--- src/rtl/apb_pkg.sv ---
// Shared APB register-file definitions: FSM state encoding, special register
// indices and the pprot bit that marks a non-secure access.
package apb_pkg;

  typedef enum logic [1:0] {
    IDLE   = 2'd0,
    ACCESS = 2'd1,
    DONE   = 2'd2
  } apb_state_e;

  localparam int unsigned ID_IDX         = 14;
  localparam int unsigned CNT_IDX        = 15;
  localparam int unsigned SECURE_MAX_IDX = 3;
  localparam int unsigned PPROT_NS       = 1;

endpackage

--- src/rtl/apb_strb_merge.sv ---
// Byte-lane merge: each set strobe bit takes that byte from the new word,
// every other byte keeps the old value.
module apb_strb_merge (
  input  logic [31:0] old_i,
  input  logic [31:0] new_i,
  input  logic [3:0]  strb_i,
  output logic [31:0] merged_o
);

  always_comb begin
    merged_o = old_i;
    for (int unsigned b = 0; b < 4; b++) begin
      if (strb_i[b]) merged_o[8*b +: 8] = new_i[8*b +: 8];
    end
  end

endmodule

--- src/rtl/apb_regfile_slave.sv ---
// APB completer with 14 R/W registers, an ID register and a completed-transfer
// counter, programmable wait states and pprot-based secure window.
module apb_regfile_slave
  import apb_pkg::*;
#(
  parameter logic [31:0] BASE_ADDR   = 32'h0000_0000,
  parameter int unsigned WAIT_CYCLES = 0,
  parameter logic [31:0] ID_VALUE    = 32'hA9B0_0001
) (
  input  logic        pclk,
  input  logic        preset,
  input  logic        psel,
  input  logic        penable,
  input  logic [31:0] paddr,
  input  logic        pwrite,
  input  logic [2:0]  pprot,
  input  logic [31:0] pwdata,
  input  logic [3:0]  pstrb,
  output logic [31:0] prdata,
  output logic        pready,
  output logic        pslverr
);

  apb_state_e  state_q, state_d;
  logic [3:0]  cnt_q, cnt_d;
  logic [31:0] regs_q [14];
  logic [31:0] xfer_cnt_q;

  logic [3:0]  idx;
  logic        err;
  logic [31:0] old_word, merged_word, rd_val;
  logic        unused_prot;

  assign unused_prot = ^{pprot[2], pprot[0]};
  assign idx = paddr[5:2];

  assign err = (paddr[31:6] != BASE_ADDR[31:6])
            || (paddr[1:0] != 2'b00)
            || (pwrite && (idx >= 4'(ID_IDX)))
            || (pprot[PPROT_NS] && (idx <= 4'(SECURE_MAX_IDX)));

  assign pready  = (state_q == ACCESS) && (cnt_q == 4'd0) && psel && penable;
  assign pslverr = pready && err;
  assign prdata  = (pready && !err && !pwrite) ? rd_val : '0;

  always_comb begin
    old_word = '0;
    for (int unsigned i = 0; i < 14; i++) begin
      if (idx == 4'(i)) old_word = regs_q[i];
    end
  end

  always_comb begin
    rd_val = old_word;
    if (idx == 4'(ID_IDX))  rd_val = ID_VALUE;
    if (idx == 4'(CNT_IDX)) rd_val = xfer_cnt_q;
  end

  apb_strb_merge u_merge (
    .old_i    (old_word),
    .new_i    (pwdata),
    .strb_i   (pstrb),
    .merged_o (merged_word)
  );

  always_comb begin
    state_d = state_q;
    cnt_d   = cnt_q;
    unique case (state_q)
      IDLE: begin
        if (psel && !penable) begin
          state_d = ACCESS;
          cnt_d   = 4'(WAIT_CYCLES);
        end
      end
      ACCESS: begin
        if (!psel) begin
          state_d = IDLE;
        end else if (penable) begin
          if (cnt_q == 4'd0) state_d = DONE;
          else               cnt_d   = cnt_q - 4'd1;
        end
      end
      DONE: begin
        if (psel && !penable) begin
          state_d = ACCESS;
          cnt_d   = 4'(WAIT_CYCLES);
        end else begin
          state_d = IDLE;
        end
      end
      default: state_d = IDLE;
    endcase
  end

  always_ff @(posedge pclk or negedge preset) begin
    if (!preset) begin
      state_q <= IDLE;
      cnt_q   <= '0;
    end else begin
      state_q <= state_d;
      cnt_q   <= cnt_d;
    end
  end

  // Commit happens only on the pready edge; reads of the counter see the
  // pre-increment value because prdata is combinational from xfer_cnt_q.
  always_ff @(posedge pclk or negedge preset) begin
    if (!preset) begin
      for (int unsigned i = 0; i < 14; i++) regs_q[i] <= '0;
      xfer_cnt_q <= '0;
    end else if (pready && !err) begin
      xfer_cnt_q <= xfer_cnt_q + 32'd1;
      if (pwrite) begin
        for (int unsigned i = 0; i < 14; i++) begin
          if (idx == 4'(i)) regs_q[i] <= merged_word;
        end
      end
    end
  end

endmodule

--- config.mk ---
export PLATFORM = sky130hd
export DESIGN_NAME = apb_regfile_slave
export DESIGN_NICKNAME = d
export VERILOG_FILES = /design/src/rtl/apb_pkg.sv /design/src/rtl/apb_strb_merge.sv /design/src/rtl/apb_regfile_slave.sv
export SDC_FILE = /design/constraint.sdc
export NUM_CORES = 1
export LEC_CHECK = 0
export ABC_CLOCK_PERIOD_IN_PS = 2800
export BUFFER_PORTS_ARGS = -buffer_cell sky130_fd_sc_hd__buf_4
export CAP_MARGIN = 20
export CORE_MARGIN = 2
export CORE_UTILIZATION = 40
export CTS_CLUSTER_DIAMETER = 200
export DETAILED_ROUTE_END_ITERATION = 7
export GPL_TIMING_DRIVEN = 0
export PLACE_DENSITY = 0.61
export SYNTH_ARGS = -nofsm -noshare
export SYNTH_HDL_FRONTEND = slang
export SYNTH_SLANG_ARGS = --single-unit
export TNS_END_PERCENT = 20
--- constraint.sdc ---
create_clock -name pclk -period 2.8 [get_ports pclk]
set_input_delay 0.28 -clock pclk [delete_from_list [all_inputs] [get_ports pclk]]
set_output_delay 0.28 -clock pclk [all_outputs]
set_load 0.005 [all_outputs]
Word level (Yosys, flattened, before mapping) --
Cells that the tools add are included.
Operators by class: $add $sub $neg 2, $mul 0, div/mod/pow operators 0, $lt $le $gt $ge 2, equality and inequality tests 24, shift operators 0, muxes and demuxes 32, bitwise gates (word level) 0, reduce and logical (&&, ||, !) cells 38
Operator list (count):
- 32-bit two-way mux | 17
- 3-bit AND reduction | 15
- 32-bit by 1-bit adder with 32-bit output (second input constant) | 1
- 4-bit equality test (second input constant) | 8
- 8-bit two-way mux | 4
- 26-bit nonzero test | 1
- 4-bit by 3-bit equality test with 1-bit output (second input constant) | 4
- 4-bit two-way mux | 4
- 1-bit logical AND | 9
- 4-bit by 2-bit equality test with 1-bit output (second input constant) | 2
- 4-bit zero test | 2
- 2-bit two-way mux | 4
- 2-bit inequality test (second input constant) | 4
- 4-bit case mux with 2 select lines | 1
- 2-bit case mux with 3 select lines | 1
- 5-bit AND reduction | 1
- 4-bit by 1-bit equality test with 1-bit output (second input constant) | 1
- 4-bit >= comparator (second input constant) | 1
- 4-bit by 2-bit less-or-equal comparator with 1-bit output (second input constant) | 1
- 2-bit nonzero test | 2
- 4-bit by 1-bit subtractor with 4-bit output (second input constant) | 1
- 1-bit zero test | 3
- 1-bit logical OR | 3
- 3-bit by 2-bit inequality test with 1-bit output (second input constant) | 1
- 7 further kinds | 7
Word-level totals: flip-flop bits (word level) 486, latch bits 0, bits in writable memories 0, ROM bits 0, output and inout bits 34, word-level logic and storage cells 115, memories kept 0

Depth between registers and ports, before layout --
word-level depth 18, gate-level depth with buffers 13

By module --
A second synthesis with hierarchy kept.
Unflattened totals: cell total of the unflattened synthesis 1887, area, all modules 23981.8 µm²
By module, submodules not included:
- apb_regfile_slave | instances 1, cells each 1851, area each 23456.2 µm², sequential area each 12161.7 µm²
- apb_strb_merge | instances 1, cells each 36, area each 525.5 µm², sequential area each 0.0 µm²

Least setup slack after synthesis --
OpenSTA, ideal clock, no wires.
path type reg-to-reg, start point register cnt_q[0], end point register regs_q[152] (netlist name), setup time 134 ps, data arrival time 2380 ps, data required time 2666 ps, path slack 286 ps, stages on the path, launching flop included 12, period minus slack after synthesis 2514 ps, path through dfrtp_1 > inv_1 > ha_1 > or3b_4 > or2_4 > clkinv_2 > nand4_2 > buf_2 > or3_1 > buf_2 > a21oi_1 > o31ai_1
Between the ends: longest elaborated chain between the ends 6
Ends and longest elaborated chain:
- start: declaration | line apb_regfile_slave.sv:25 | logic [3:0] cnt_q, cnt_d;
- start signal: assignment | line apb_regfile_slave.sv:102 | cnt_q <= cnt_d;
- 4-bit zero test | line apb_regfile_slave.sv:42 | assign pready = (state_q == ACCESS) && (cnt_q == 4'd0) && psel && penable;
- 1-bit logical AND (3 in series) | line apb_regfile_slave.sv:42
- via pready | line apb_regfile_slave.sv:20 | output logic pready,
- 1-bit logical AND | line apb_regfile_slave.sv:112 | end else if (pready && !err) begin
- 3-bit AND reduction (no source line)
- end signal: indexed assignment | line apb_regfile_slave.sv:116 | if (idx == 4'(i)) regs_q[i] <= merged_word;
- end: declaration | line apb_regfile_slave.sv:26 | logic [31:0] regs_q [14];
The timed path passes the listed nets, and every way through them passes these cells. A chain may end at the register's enable or synchronous reset.

Final worst setup path --
start point input port paddr[3], end point output port prdata[10]
Between the ends: longest elaborated chain between the ends 18, elaborated cells on any way between the ends 42, classes of those cells 2 x order compare; 15 x eq/ne; 17 x mux; 8 x reduce/logical
Ends and longest elaborated chain:
- start: declaration | line apb_regfile_slave.sv:14 | input logic [31:0] paddr,
- 4-bit zero test | line apb_regfile_slave.sv:49 | if (idx == 4'(i)) old_word = regs_q[i];
- 32-bit two-way mux (14 in series) | line apb_regfile_slave.sv:49
- 32-bit two-way mux | line apb_regfile_slave.sv:55 | if (idx == 4'(ID_IDX)) rd_val = ID_VALUE;
- 32-bit two-way mux | line apb_regfile_slave.sv:56 | if (idx == 4'(CNT_IDX)) rd_val = xfer_cnt_q;
- 32-bit two-way mux (*) | line apb_regfile_slave.sv:44 | assign prdata = (pready && !err && !pwrite) ? rd_val : '0;
- end: declaration | line apb_regfile_slave.sv:19 | output logic [31:0] prdata,
Mark *: on every way between the ends. The rest lies on a longest branch, timed or not.

==> results.md <==
- Slowest-stage cell, CP: clkbuf_1
- CP peak stage delay: 0.73 ns
- Via count: 23111
- Switch share: 26.5%
- Leakage: 12.8 nW
- Sequential area share after synthesis: between 50% and 60%
- Tightest Pin Transition: 1.23 ns
- Post-synthesis cell area: 23800 sq um
- Slew Limit Fails: 0
- Met3 Use GR: 13.2%
- Largest net degree at the start of global routing: 120
- Syn nets: approximately 2600
- Seq pwr share: 44.4%
- Worst R2R Path Depth: 11
- Die Area: 61400 sq um
- Root Driver: clkbuf_16
- Largest family of logic cells by synthesized area: compound AO/OA/AOI/OAI gates
- Final setup TNS: -30.16 ns
- Worst Min Path Start: pwdata[31]
- P_int: between 10 and 15 mW
- Sw Pwr: 4.21 mW
- # port buffers: between 100 and 150
- Final setup margin: -0.466 ns
- GR met1 Demand/Resource: 47.2%
- Worst VDD drop: 0.511 mV
- Pwr/cell area: roughly 550 nW/um^2
- Die Ht: around 250 um
- Data arrival, critical path: 2.99 ns
- Starting Density: around two fifths
- Syn_area_per_cell: 9.44 sq um
- I/O pin cnt: 110
- Mux contribution to synthesized area: 4.93%
- Critical path peak fanout: 10
- Bufs and invs on worst path: 4
- RePlAce Congestion: about 1
- Worst skew pair latency: 0.64 ns
- Crit-path leading delay family: buffers and inverters
- Routed Wire Length: 115000 um
- Vias per cell: ~6.5
- R2r endpoint: regs_q[275]$_DFFE_PN0P_
- Fillers: 5576
- Simple-Gate Fraction of Synth Area: 16.6%
- Failing checks: DRC, setup timing
- Crit Reg-Reg Startpoint: cnt_q[1]$_DFFE_PN0P_
- Commonest non-fill, non-tap cell in the layout: dfrtp_1
- Die Wd: approximately 250 um
- Initial drt markers: 3351
- Worst path required time: around 2.5 ns
- RSZ-0062 raised after global routing: true
- Final layout net count: between 2000 and 3000
- Vias in the first global route: 22012
- Gate power share: a little over a tenth
- Clock power frac: 45.2%
- Synth Warn #: 0
- Hold Path Sink: regs_q[127]$_DFFE_PN0P_
- # DRC: 1
- Number of synthesized flops with an enable pin: 0
- Min-Delay Path Depth: 3
- Met2 Use GR: 53.6%
- Num CTS Buffers: 55
- Final Util: 49.4%
- Core box area: 58900 sq um
- Final Hold Vio Count: 0
- Final setup viols: 216
- Deepest clock path buffer count: 3
- Hold slack: 0.0256 ns
- CP Class: in2out
- Reg2Reg Setup Slack: -0.29 ns
- Cells after synthesis: 2519
- Total track usage: 37.2%
- Fin Clk Skew: 0.0350 ns
- Drt first pass iters: 8
- Layout overhead on the synthesized area: 22.5%
- Synth cell types: 98
- Status: finished, violations left
- CTS sink cnt: 486
- First-pass GRT wire length: 160000 um
- CTS tree: yes
- Crit path time final: around 3.3 ns
- Slew margin rel.: 18.1%
- Max cap viols: 0
- Total grt overflow: 0
- Worst setup EP type: output port
- Post-route ant nets: 0
- Achievable clock frequency: 0.306 GHz
- Ys flop type: dfrtp_1
- CP cell instances: buf_4 > buf_6 > and2_1 > clkbuf_1 > nand2_1 > nor2_1 > nor2_1 > o311a_1 > buf_4
- Core Rows: 89
- Adder-Cell Fraction of Synth Area: 0.105%
- Clock Pin Slew Worst Setup and Hold Paths: 0.06 ns
- CP Depth: 9
- Worst min path class: in2reg
- Async SR Flop Fraction: 100%
- H-tree Lvls: 2
- #FFs+latches synth: 486
- Initial antenna violation count: 9
- GR peak layer: met2
- XOR/XNOR Fraction of Synth Area: under 10%
- Synth Area in Compound Gates: approximately 21%
- Final period util: 117%
- Most frequent cells in the layout: dfrtp_1 (486), nand2_1 (459), o21ai_0 (336), buf_4 (177), a21oi_1 (130)
- Detailed placement HPWL: 78600 um
- Layout cells sized above 1: 21.0%
- Routed WL per cell: between 30 and 40 um
- Worst setup SP type: primary input
## metrics by stage
step / cells / total power [mW] / setup WS (ns) / cell area (sq um)
floorplan: 2519 / 7.84 / 0.286 / 23800
global placement: 3396 / 8.56 / -3.64 / 25500
detailed placement: 3405 / 8.61 / -1.25 / 25700
CTS: 3529 / 15.8 / -0.396 / 28500
global route: 3548 / 16.2 / -0.443 / 29100
finish: 3554 / 15.9 / -0.466 / 29100
## worst max-delay path by stage
| stage | startpoint | to | slack (ns) |
|---|---|---|---|
| after floorplan | cnt_q[0]$_DFFE_PN0P_ | prdata[12] | 0.29 |
| after CTS | cnt_q[1]$_DFFE_PN0P_ | prdata[30] | -0.40 |
| after global placement | preset | regs_q[214]$_DFFE_PN0P_ | -3.64 |
| final | paddr[3] | prdata[10] | -0.47 |
| after detailed placement | paddr[3] | regs_q[57]$_DFFE_PN0P_ | -1.25 |
| after global routing | cnt_q[1]$_DFFE_PN0P_ | prdata[6] | -0.44 |
## what timing repair did
item	in CTS	in global routing
gates resized for setup	264	149
hold buffers	4	0
gates cloned	2	2
endpoints found under the hold margin	86	0
setup endpoints to repair	489	406
setup buffers	27	19
pin swaps	22	16
## sequential cells by signal, summed over array words and instances, names as in the netlist
register	count
cnt_q	4
regs_q	448
state_q	2
xfer_cnt_q	32
## area by class of cell
type                    instances  area (sq um)  area share, %
flip-flops and latches        486         12200           41.8
multi-input cells            1783         10900           37.3
plain buffers                 216          1710           5.86
clock buffers                  80          1620           5.56
repair buffers                167          1540           5.29
well taps                     773           967           3.32
inverters                      31           121          0.417
clock inverters                12           116          0.400
diodes                          6          15.0         0.0516
## synthesized netlist by cell type (41+ instances only)
master / n / share of area (%)
dfrtp_1: 486 / 51
buf_2: 55 / 1.2
a22oi_1: 41 / 1.3
nand2_1: 465 / 7.3
nor2_1: 143 / 2.3
a21oi_1: 138 / 2.9
o21ai_1: 63 / 1.3
mux2i_1: 56 / 2.4
o21ai_0: 348 / 7.3
clkbuf_1: 104 / 1.6
## worst reg2reg max path, delay by kind of cell (launching register included)
kind            cells  cell delay [ns]
flops               1             0.40
buf+inv             5             0.84
fa+ha+maj           1             0.13
compound gates      1             0.22
simple gates        4             1.41
## logic make-up after synthesis
group / count (synthesis)
compound gates: 814
fa+ha+maj: 2
simple gates: 840
flops: 486
buf+inv: 250
xor+xnor: 34
mux: 93
## layer usage
layer | vias to the layer above | routed length, um
li1 | 9394 | -
met1 | 11578 | 42900
met2 | 1669 | 47400
met3 | 466 | 15100
met4 | 4 | 9160
met5 | - | 33
## power groups by stage
stage	Combinational, mW	Sequential (mW)	Clock, mW
2_1_floorplan	0.663	7.18	0
3_3_place_gp	1.38	7.18	0
3_5_place_dp	1.43	7.18	0
4_1_cts	1.56	7.05	7.19
5_1_grt	1.69	7.05	7.48
6_report	1.65	7.05	7.19
No activity file was read; power rests on OpenSTA's default activity.
